## config.mk

```make
export PLATFORM = sky130hd
export DESIGN_NAME = operand_fwd_mux_flat
export DESIGN_NICKNAME = d
export VERILOG_FILES = /design/src/rtl/operand_fwd_if.sv /design/src/rtl/operand_fwd_mux.sv /design/src/flat_wrapper.sv
export SDC_FILE = /design/constraint.sdc
export NUM_CORES = 1
export LEC_CHECK = 0
export CAP_MARGIN = 0
export CORE_AREA = 4 4 69 71
export CTS_CLUSTER_SIZE = 30
export DETAILED_ROUTE_END_ITERATION = 16
export DIE_AREA = 0 0 73 75
export GPL_TIMING_DRIVEN = 1
export PLACE_DENSITY = 0.77
export REMOVE_ABC_BUFFERS = 1
export SLEW_MARGIN = 5
export SYNTH_ARGS = -nofsm -noshare
export SYNTH_HDL_FRONTEND = slang
export SYNTH_SLANG_ARGS = --single-unit
```

## constraint.sdc

```tcl
create_clock -name clk -period 1.91 [get_ports clk]
set_clock_uncertainty 0.15 [all_clocks]
set_input_delay 0.382 -clock clk [delete_from_list [all_inputs] [get_ports clk]]
set_output_delay 0.382 -clock clk [all_outputs]
set_load 0.1 [all_outputs]
```

## src/rtl/operand_fwd_if.sv

```systemverilog
// Operand-select request/result bundle between decode and the forwarding mux.
// The design drives only the registered result fields.
interface operand_fwd_if #(
  parameter int unsigned DATA_W = 8,
  parameter int unsigned ADDR_W = 3
);
  logic              wr_en;
  logic [ADDR_W-1:0] wr_addr;
  logic [DATA_W-1:0] wr_data;
  logic [ADDR_W-1:0] rs_addr;
  logic [DATA_W-1:0] rf_data;
  logic [DATA_W-1:0] imm_data;
  logic              imm_sel;
  logic              in_valid;
  logic              stall;
  logic              flush;
  logic [DATA_W-1:0] out_data;
  logic              out_valid;
  logic              out_fwd;

  modport master (
    output wr_en, wr_addr, wr_data, rs_addr, rf_data, imm_data, imm_sel,
           in_valid, stall, flush,
    input  out_data, out_valid, out_fwd
  );

  modport slave (
    input  wr_en, wr_addr, wr_data, rs_addr, rf_data, imm_data, imm_sel,
           in_valid, stall, flush,
    output out_data, out_valid, out_fwd
  );
endinterface

```

## src/rtl/operand_fwd_mux.sv

```systemverilog
// Registered ALU operand select: immediate, same-cycle bypass, youngest
// matching writeback from a DEPTH-entry history, else register-file data.
module operand_fwd_mux #(
  parameter int unsigned DATA_W   = 8,
  parameter int unsigned ADDR_W   = 3,
  parameter int unsigned DEPTH    = 2,
  parameter bit          ZERO_REG = 1'b1
) (
  input logic          clk,
  input logic          rst_n,
  operand_fwd_if.slave bus
);

  logic [DEPTH-1:0]  hist_v;
  logic [ADDR_W-1:0] hist_addr [DEPTH];
  logic [DATA_W-1:0] hist_data [DEPTH];

  logic              wr_q_c;
  logic              rs_zero_c;
  logic [DATA_W-1:0] sel_data_c;
  logic              sel_fwd_c;

  logic [DATA_W-1:0] data_q;
  logic              valid_q;
  logic              fwd_q;

  // A write to a hardwired r0 is discarded, so it can neither bypass nor be recorded.
  assign wr_q_c    = bus.wr_en && !(ZERO_REG && (bus.wr_addr == '0));
  assign rs_zero_c = ZERO_REG && (bus.rs_addr == '0);

  // Walk oldest to youngest so the youngest hit overrides; bypass then immediate on top.
  always_comb begin
    sel_data_c = bus.rf_data;
    sel_fwd_c  = 1'b0;
    for (int k = int'(DEPTH) - 1; k >= 0; k--) begin
      if (hist_v[k] && (hist_addr[k] == bus.rs_addr)) begin
        sel_data_c = hist_data[k];
        sel_fwd_c  = 1'b1;
      end
    end
    if (wr_q_c && (bus.wr_addr == bus.rs_addr)) begin
      sel_data_c = bus.wr_data;
      sel_fwd_c  = 1'b1;
    end
    if (rs_zero_c) begin
      sel_data_c = bus.rf_data;
      sel_fwd_c  = 1'b0;
    end
    if (bus.imm_sel) begin
      sel_data_c = bus.imm_data;
      sel_fwd_c  = 1'b0;
    end
  end

  // Writeback history: architectural, so it ignores stall and flush.
  always_ff @(posedge clk or negedge rst_n) begin
    if (!rst_n) begin
      hist_v <= '0;
      for (int k = 0; k < int'(DEPTH); k++) begin
        hist_addr[k] <= '0;
        hist_data[k] <= '0;
      end
    end else if (wr_q_c) begin
      for (int k = int'(DEPTH) - 1; k > 0; k--) begin
        hist_v[k]    <= hist_v[k-1];
        hist_addr[k] <= hist_addr[k-1];
        hist_data[k] <= hist_data[k-1];
      end
      hist_v[0]    <= 1'b1;
      hist_addr[0] <= bus.wr_addr;
      hist_data[0] <= bus.wr_data;
    end
  end

  // Output stage: flush beats stall beats load.
  always_ff @(posedge clk or negedge rst_n) begin
    if (!rst_n) begin
      data_q  <= '0;
      valid_q <= 1'b0;
      fwd_q   <= 1'b0;
    end else if (bus.flush) begin
      data_q  <= '0;
      valid_q <= 1'b0;
      fwd_q   <= 1'b0;
    end else if (!bus.stall) begin
      data_q  <= sel_data_c;
      valid_q <= bus.in_valid;
      fwd_q   <= sel_fwd_c;
    end
  end

  assign bus.out_data  = data_q;
  assign bus.out_valid = valid_q;
  assign bus.out_fwd   = fwd_q;

endmodule
```

## src/flat_wrapper.sv

```systemverilog
// flat-port wrapper written by rule: the top's interface ports become plain ports
module operand_fwd_mux_flat 
#(
  parameter int unsigned DATA_W   = 8,
  parameter int unsigned ADDR_W   = 3,
  parameter int unsigned DEPTH    = 2,
  parameter bit          ZERO_REG = 1'b1
)
  (clk, rst_n, bus_wr_en, bus_wr_addr, bus_wr_data, bus_rs_addr, bus_rf_data, bus_imm_data, bus_imm_sel, bus_in_valid, bus_stall, bus_flush, bus_out_data, bus_out_valid, bus_out_fwd);
  operand_fwd_if #(.DATA_W(DATA_W), .ADDR_W(ADDR_W)) bus_i ();
  input logic clk;
  input logic rst_n;
  input wire logic [$bits(bus_i.wr_en)-1:0] bus_wr_en;
  input wire logic [$bits(bus_i.wr_addr)-1:0] bus_wr_addr;
  input wire logic [$bits(bus_i.wr_data)-1:0] bus_wr_data;
  input wire logic [$bits(bus_i.rs_addr)-1:0] bus_rs_addr;
  input wire logic [$bits(bus_i.rf_data)-1:0] bus_rf_data;
  input wire logic [$bits(bus_i.imm_data)-1:0] bus_imm_data;
  input wire logic [$bits(bus_i.imm_sel)-1:0] bus_imm_sel;
  input wire logic [$bits(bus_i.in_valid)-1:0] bus_in_valid;
  input wire logic [$bits(bus_i.stall)-1:0] bus_stall;
  input wire logic [$bits(bus_i.flush)-1:0] bus_flush;
  output wire logic [$bits(bus_i.out_data)-1:0] bus_out_data;
  output wire logic [$bits(bus_i.out_valid)-1:0] bus_out_valid;
  output wire logic [$bits(bus_i.out_fwd)-1:0] bus_out_fwd;
  assign bus_i.wr_en = bus_wr_en;
  assign bus_i.wr_addr = bus_wr_addr;
  assign bus_i.wr_data = bus_wr_data;
  assign bus_i.rs_addr = bus_rs_addr;
  assign bus_i.rf_data = bus_rf_data;
  assign bus_i.imm_data = bus_imm_data;
  assign bus_i.imm_sel = bus_imm_sel;
  assign bus_i.in_valid = bus_in_valid;
  assign bus_i.stall = bus_stall;
  assign bus_i.flush = bus_flush;
  assign bus_out_data = bus_i.out_data;
  assign bus_out_valid = bus_i.out_valid;
  assign bus_out_fwd = bus_i.out_fwd;
  operand_fwd_mux #(.DATA_W(DATA_W), .ADDR_W(ADDR_W), .DEPTH(DEPTH), .ZERO_REG(ZERO_REG)) u_core (.clk(clk), .rst_n(rst_n), .bus(bus_i));
endmodule
```

# Yosys cells after proc, flatten, opt, wreduce, memory -nomap -nowiden
# Index checks and enable logic that the tools add are counted.
# word_totals
register_bits,34
latch_bits,0
ramBits,0
mem_bits_ro,0
inputBits,37
n_memories,0
# classes
addsub,0
mul,0
div,0
n_lt_le_gt_ge,0
eq_ne,4
n_shift,0
muxes,16
bitwise_logic,0
reduce_logical,7
# ops
cell,count
$mux 8,7
$eq 3x3->1,3
$mux 1,9
$logic_not 3->1,2
$logic_and 1x1->1,4
$ne 2x1->1 const B,1
$logic_not 1->1,1

# Longest topological paths before layout
# Gate-level depths: netlist of the first run.
# logic_depth
word_depth,9
mapped_depth,7
mapped_depth_nobuf,5

# Worst setup path before layout of the first run
# OpenSTA, ideal clock, no wires.
# synth_timing
path_kind,register to register
from,"reg, netlist name u_core.bus.out_data[6]"
to,"reg u_core.data_q[6], in the netlist u_core.bus.out_data[6]"
t_arrival_ns,1.634
slack_ns,0.046
path_stages_with_launch,5
n_path_buf,0
synth_period_minus_slack_ns,1.864
cell_sequence,dfrtp_1 a221o_1 a21oi_1 a211oi_1 a2bb2oi_1
# synth_rtl
element,line,rtl
"end signal, assigned",operand_fwd_mux.sv:86,data_q <= sel_data_c;
"end, declared",operand_fwd_mux.sv:23,logic [DATA_W-1:0] data_q;

# Worst setup path in the final report of the first run
# layout_timing
from,in bus_rs_addr[0]
to,"reg u_core.data_q[4], in the netlist u_core.bus.out_data[4]"
# layout_between
elab_chain_len,9
word_cells_on_any_way,14
cone_classes,3 x eq/ne; 7 x mux; 4 x reduce/logical
# layout_rtl
element,line,rtl
"start, declared",flat_wrapper.sv:16,input wire logic [$bits(bus_i.rs_addr)-1:0] bus_rs_addr;
$eq 3x3->1,operand_fwd_mux.sv:36,if (hist_v[k] && (hist_addr[k] == bus.rs_addr)) begin
$logic_and 1x1->1,operand_fwd_mux.sv:36,
$mux 8 (2 in a row),operand_fwd_mux.sv:36,
$mux 8,operand_fwd_mux.sv:41,if (wr_q_c && (bus.wr_addr == bus.rs_addr)) begin
$mux 8 *,operand_fwd_mux.sv:45,if (rs_zero_c) begin
$mux 8 *,operand_fwd_mux.sv:49,if (bus.imm_sel) begin
$mux 8 *,operand_fwd_mux.sv:85,end else if (!bus.stall) begin
$mux 8 *,operand_fwd_mux.sv:81,end else if (bus.flush) begin
# Mark *: on every way between the ends. The rest lies on a longest branch, timed or not. The select of a mux whose other input is x is not followed.
# A chain may end at the register's enable or synchronous reset.

==> metrics.md, run 1 <==
| Metric | Value |
|---|---|
| Placed Cells incl. Taps | `291` |
| Buffers on Ports | `46` |
| Initial antenna violation count | `0` |
| Die Ht | `about 75 um` |
| Total Wirelength | `about 5.7 mm` |
| Fin crit period | `between 1.5 and 2 ns` |
| Commonest non-fill, non-tap cell in the layout | `dfrtp_1` |
| Clk sinks | `34` |
| Final setup margin | `about 0.067 ns` |
| CP required | `around 2 ns` |
| Pins Over Slew Limit | `0` |
| #FFs+latches synth | `34` |
| Final HPWL DP | `between 3 and 4 mm` |
| Overflow after GRT | `0` |
| CP Launch Type | `primary input` |
| Slew margin rel. | `0.674` |
| Synth Warn # | `0` |
| Final nets | `roughly 290` |
| Final GP Congestion | `roughly 0.8` |
| Via count of the first global-routing pass | `1,770` |
| Hold Path Class | `reg2reg` |
| Worst Path Class, Setup | `in2reg` |
| Width of the chip | `around 73 um` |
| Placed inst area | `roughly 2800 um^2` |
| Ys async rst share | `1.00` |
| Worst-Skew Late Latency | `approximately 0.29 ns` |
| Number of H-tree levels | `2` |
| Sw frac | `0.349` |
| Layout Area Growth over Synthesis | `50.4%` |
| Antenna Cells | `0` |
| Cell Rows | `24` |
| WL per Instance | `19.0 um` |
| Slowest-stage cell, CP | `xnor2_1` |
| Post-Synthesis Cell Area | `2000 um^2` |
| Starting Density | `0.472` |
| Fin. Hold Viols | `0` |
| Layout Cell Area excl Fill | `about 3000 um^2` |
| Gr usage total | `0.211` |
| Maximum Capacitance Violations | `0` |
| Hold Startpoint | `u_core.hist_data[4]` |
| Mean Syn Cell Area | `between 10 and 15 um^2` |
| Post-synthesis sequential area ratio | `0.426` |
| Max Clock Freq | `roughly 0.54 GHz` |
| R2R Path Start | `u_core.hist_addr[0]` |
| Cells along the critical path | `dlygate4sd2_1 -> xnor2_1 -> and4_4 -> buf_12 -> a221oi_1 -> o211ai_1 -> o211a_1` |
| Fin cells | `302` |
| DRC Markers | `0` |
| CORE AREA | `4230 um^2` |
| Max VDD drop | `around 0.50 mV` |
| Largest net degree at the start of global routing | `35` |
| Die area | `roughly 5500 um^2` |
| Endpoints failing setup | `0` |
| Sequential share of power | `0.397` |
| DRT iter0 DRCs | `133` |
| Clock power share | `0.227` |
| First-pass GRT wire length | `approximately 8.7 mm` |
| Root Buffer | `clkbuf_8` |
| Number of CTS-inserted buffers | `5` |
| Crit. End Element | `flop` |
| Top FF cell, synth | `dfrtp_1` |
| Antenna-violating nets left | `0` |
| PwrDens | `~750 nW/um^2` |
| CP max FO | `4` |
| Final period util | `0.965` |
| Drt via density | `6.08` |
| Psw | `a little under 0.8 mW` |
| Post-synth cell types | `43` |
| Gate Count Post-Synth | `184` |
| CP peak stage delay | `between 0.3 and 0.4 ns` |
| Clock transition at path regs | `about 0.070 ns` |
| Internal | `between 1 and 1.5 mW` |
| Setup WS pre-CTS | `-0.434 ns` |
| Total number of vias | `~1,800` |
| Static Leak | `between 1 and 1.5 nW` |
| CTS tree | `built` |
| Longest Clk Path Bufs | `2` |
| Status | `finished clean` |
| Worst-Margin Slew | `around 0.49 ns` |
| Critical Path Start | `bus_rs_addr[0]` |
| Worst Path Arrival | `1.93 ns` |
| Length of the first detailed-routing pass in iterations | `5` |
| EDFF count, synth | `0` |
| RSZ-0062 raised after global routing | `true` |
| IO Count | `47` |
| Comb power frac | `0.376` |
| Ratio of cells with drive above 1 in the final layout | `0.236` |
| Commonest non-fill, non-tap cells in the layout | `34 x dfrtp_1, 33 x clkdlybuf4s50_1, 18 x buf_4` |
power by group through the flow:
stage                     registers [mW]  clock network (mW)  logic [mW]
final                              0.895               0.512       0.849
after detailed placement           0.896                   0       0.737
after floorplan                     1.01                   0       0.280
after CTS                          0.888               0.515       0.770
after global placement             0.893                   0       0.727
after global routing               0.906               0.549       0.902
kinds of logic after synthesis:
logic type	Yosys count	synth area share
mux	22	0.123
simple gates	49	0.152
flops	34	0.426
xor+xnor	8	0.0388
buf+inv	13	0.0350
compound gates	58	0.226
metal layers:
layer,part of all wire,track usage
met1,0.41,0.268
met4,0.014,0.0840
met2,0.50,0.352
met3,0.074,0.0441
met5,0,0
area by class of cell:
| type | instances | area (um^2) |
|---|---|---|
| Sequential cell | 34 | 851 |
| Timing Repair Buffer | 69 | 782 |
| Inverter | 1 | 3.75 |
| Fill cell | 298 | 1230 |
| Multi-Input combinational cell | 139 | 1230 |
| Clock inverter | 2 | 10.0 |
| Clock buffer | 5 | 68.8 |
| Tap cell | 52 | 65.1 |
flip-flops by register name, summed over array words and instances, names as in the netlist:
signal                count
u_core.bus.out_data       8
u_core.hist_v             2
u_core.bus.out_valid      1
u_core.bus.out_fwd        1
u_core.hist_data         16
u_core.hist_addr          6
timing repair:
item	in CTS	in global routing
hold buffers	0	0
setup endpoints to repair	8	8
pin swaps	2	4
gates cloned	1	1
resized for setup	7	12
buffers inserted	0	2
critical path: cells and delay by family:
kind,cells,cell delay (ns)
AO/OA/AOI/OAI,3,0.42
AND/OR/NAND/NOR,1,0.32
XOR/XNOR,1,0.37
buffers and inverters,2,0.44
worst paths after layout:
kind                                           to  slack [ns]  depth (start not counted)
setup reg to reg           u_core.bus.out_data[6]        0.08                          6
setup / recovery           u_core.bus.out_data[4]        0.07                          7
hold / removal                u_core.hist_data[4]        0.34                          1
max in group asynchronous    u_core.hist_data[12]        0.94                          2
min in group asynchronous     u_core.hist_addr[1]        0.35                          2
hold reg to reg               u_core.hist_data[4]        0.34                          1
through the flow:
step                      utilization  power, mW  hold slack [ns]  setup TNS [ns]
after global routing            0.710       2.36            0.365         -0.0623
after CTS                       0.682       2.17            0.344               0
final                           0.710       2.26            0.343               0
after global placement          0.650       1.62            0.317           -7.17
after floorplan                     -       1.29          -0.0636           -5.42
after detailed placement        0.650       1.63            0.328           -7.96
cells in the mapped netlist (2+ instances only):
cell type	instances	area [um^2]
a21o_1	7	52.6
a21oi_1	11	55.1
a221oi_1	7	61.3
a22o_1	3	26.3
and3_1	7	43.8
buf_2	5	25.0
buf_6	2	22.5
clkbuf_1	4	15.0
dfrtp_1	34	851
mux2_1	17	191
mux2_2	3	33.8
mux2i_1	2	20.0
nor2_1	9	33.8
nor2b_1	8	50.1
nor3_1	8	40.0
nor3b_1	7	52.6
o211a_1	7	70.1
o211ai_1	7	52.6
o22a_1	7	61.3
xnor2_1	5	43.8
xor2_1	2	17.5
No activity file was read; power rests on OpenSTA's default activity.
==> inputs of run 2 (changes only) <==
Settings changed: CORE_AREA 4 4 69 71 to 2 2 67 69, DIE_AREA 0 0 73 75 to 0 0 69 71.
==> run 2 against run 1 <==
Net effect: via count rose by 0.71%; highest routed layer unchanged; largest power group unchanged; non-clock buffer count is 2 higher; maximum frequency grew 0.34%; critical path type is now reg2reg; count of clock-buffer cells in the layout up 2.
==> metrics.md, run 2 (synthesis gave the netlist of run 1 again) <==
| Metric | Value |
|---|---|
| Initial antenna violation count | `0 (unchanged)` |
| Most flops, register | `u_core.hist_data (unchanged)` |
| Maximum Capacitance Violations | `0 (unchanged)` |
| Setup TNS | `0 ns (unchanged)` |
| Final GP Congestion | `0.844 (was 0.812)` |
| Largest net degree at the start of global routing | `35 (unchanged)` |
| Total Wirelength | `5.54 mm (was 5.74 mm)` |
| First-pass GRT wire length | `9.17 mm (was 8.74 mm)` |
| Width of the chip | `69 um (was 73 um)` |
| Final setup margin | `0.0737 ns (was 0.0674 ns)` |
| Starting Density | `0.476 (was 0.472)` |
| Final nets | `288 (was 287)` |
| Antenna Cells | `0 (unchanged)` |
| Hold Path Class | `reg2reg (unchanged)` |
| Crit. End Element | `flop (unchanged)` |
| FF+latch area | `851 um^2 (unchanged)` |
| Gr usage total | `0.239 (was 0.211)` |
| Layout Area Growth over Synthesis | `50.3% (was 50.4%)` |
| Cell Rows | `24 (unchanged)` |
| CP max FO | `8 (was 4)` |
| Commonest non-fill, non-tap cell in the layout | `dfrtp_1 (unchanged)` |
| Drt via density | `6.08 (about the same)` |
| Fin util | `0.715 (was 0.710)` |
| DRC Markers | `0 (unchanged)` |
| Fin cells | `304 (was 302)` |
| Multi-input logic area | `1200 um^2 (was 1230 um^2)` |
| Status | `finished clean (unchanged)` |
| Static Leak | `1.32 nW (was 1.30 nW)` |
| Max VDD drop | `0.539 mV (was 0.498 mV)` |
| CORE AREA | `4200 um^2 (was 4230 um^2)` |
| Number of H-tree levels | `2 (unchanged)` |
| Fin crit period | `1.84 ns (about the same)` |
| Die Ht | `71 um (was 75 um)` |
| Number of CTS-inserted buffers | `5 (unchanged)` |
| Final period util | `0.961 (was 0.965)` |
| Worst-Margin Slew | `0.446 ns (was 0.488 ns)` |
| Total number of vias | `1,848 (was 1,835)` |
| Via count of the first global-routing pass | `1,828 (was 1,770)` |
| Worst-Skew Late Latency | `0.30 ns (was 0.29 ns)` |
| Placed Cells incl. Taps | `294 (was 291)` |
| Root Buffer | `clkbuf_8 (unchanged)` |
| Worst Path Arrival | `1.91 ns (was 1.93 ns)` |
| Ratio of cells with drive above 1 in the final layout | `0.250 (was 0.236)` |
| Setup WS pre-CTS | `-0.438 ns (was -0.434 ns)` |
| CP Launch Type | `flop (was primary input)` |
| PwrDens | `754 nW/um^2 (was 750 nW/um^2)` |
| Endpoints failing setup | `0 (unchanged)` |
| CP required | `1.98 ns (was 1.99 ns)` |
| Slew margin rel. | `0.702 (was 0.674)` |
| Final HPWL DP | `3.77 mm (was 3.55 mm)` |
| RSZ-0062 raised after global routing | `true (unchanged)` |
| Antenna-violating nets left | `0 (unchanged)` |
| Fillers | `304 (was 298)` |
| WL per Instance | `18.2 um (was 19.0 um)` |
| Pins Over Slew Limit | `0 (unchanged)` |
| Commonest non-fill, non-tap cells in the layout | `34 x dfrtp_1, 33 x clkdlybuf4s50_1, 20 x buf_4 (was 34 x dfrtp_1, 33 x clkdlybuf4s50_1, 18 x buf_4)` |
| Fin. Hold Viols | `0 (unchanged)` |
| Clk sinks | `34 (unchanged)` |
| Length of the first detailed-routing pass in iterations | `4 (was 5)` |
| Overflow after GRT | `0 (unchanged)` |
| Buffers on Ports | `46 (unchanged)` |
| IO Count | `47 (unchanged)` |
| Clock transition at path regs | `0.07 ns (about the same)` |
| Worst Path Class, Setup | `reg2reg (was in2reg)` |
| Die area | `4900 um^2 (was 5480 um^2)` |
| DRT iter0 DRCs | `115 (was 133)` |
| CTS tree | `built (unchanged)` |
| Max Clock Freq | `0.545 GHz (was 0.543 GHz)` |
| Longest Clk Path Bufs | `2 (unchanged)` |
| Largest register FFs | `16 (unchanged)` |
[run 2: stage by stage]
stage	power [mW]	instance area, um^2	hold WS (ns)
floorplan	1.29	1930	-0.0636
global placement	1.62	2770	0.318
detailed placement	1.64	2770	0.329
CTS	2.25	2960	0.345
global route	2.36	3010	0.373
finish	2.27	3010	0.344
[run 2: final timing paths]
kind | startpoint | endpoint | slack, ns | depth (start not counted)
worst max-delay path | u_core.hist_addr[2] | u_core.bus.out_data[6] | 0.07 | 6
worst min-delay path | u_core.hist_data[3] | u_core.hist_data[3] | 0.34 | 1
worst max register to register | u_core.hist_addr[2] | u_core.bus.out_data[6] | 0.07 | 6
worst min register to register | u_core.hist_data[3] | u_core.hist_data[3] | 0.34 | 1
max in group asynchronous | rst_n | u_core.bus.out_data[0] | 0.93 | 2
min in group asynchronous | rst_n | u_core.hist_data[14] | 0.36 | 2
[run 2: timing repair]
item,CTS,global route
cloned,1,0
pin swaps,2,5
endpoints found under the setup margin,9,9
gates resized for setup,12,8
setup buffers,0,1
hold buffers,0,0
[run 2: area by class of cell]
| class | instances | share of cell area |
|---|---|---|
| flip-flops and latches | 34 | 0.283 |
| repair buffers | 71 | 0.264 |
| well taps | 52 | 0.0216 |
| clock buffers | 7 | 0.0287 |
| inverters | 1 | 0.00125 |
| multi-input cells | 138 | 0.400 |
| clock inverters | 1 | 0.00167 |
[run 2: metal layers]
| metal | share of wire | wire, um | GRT usage | vias to the layer above |
|---|---|---|---|---|
| li1 | - | - | - | 851 |
| met1 | 0.43 | 2390 | 0.320 | 906 |
| met2 | 0.47 | 2620 | 0.375 | 80 |
| met3 | 0.074 | 412 | 0.0627 | 11 |
| met4 | 0.020 | 110 | 0.0893 | 0 |
| met5 | 0 | 0 | 0 | - |
[run 2: report_power, final]
group          switching (mW)  total [mW]  internal [mW]
Clock                   0.272       0.562          0.291
Sequential             0.0822       0.892          0.810
Combinational           0.416       0.811          0.395
[run 2: worst max-delay path, cell delays in order (launching register included)]
cell	delay, ns
dfrtp_1	0.40
xor2_2	0.16
nand4bb_4	0.34
buf_6	0.19
mux2i_1	0.11
nor4_1	0.23
a2bb2oi_1	0.19
==> inputs of run 3 (changes only) <==
Settings changed: HOLD_SLACK_MARGIN set to 0.15.
==> results of run 3 <==
Final layout, timing and power as in run 2 (identical DEF).
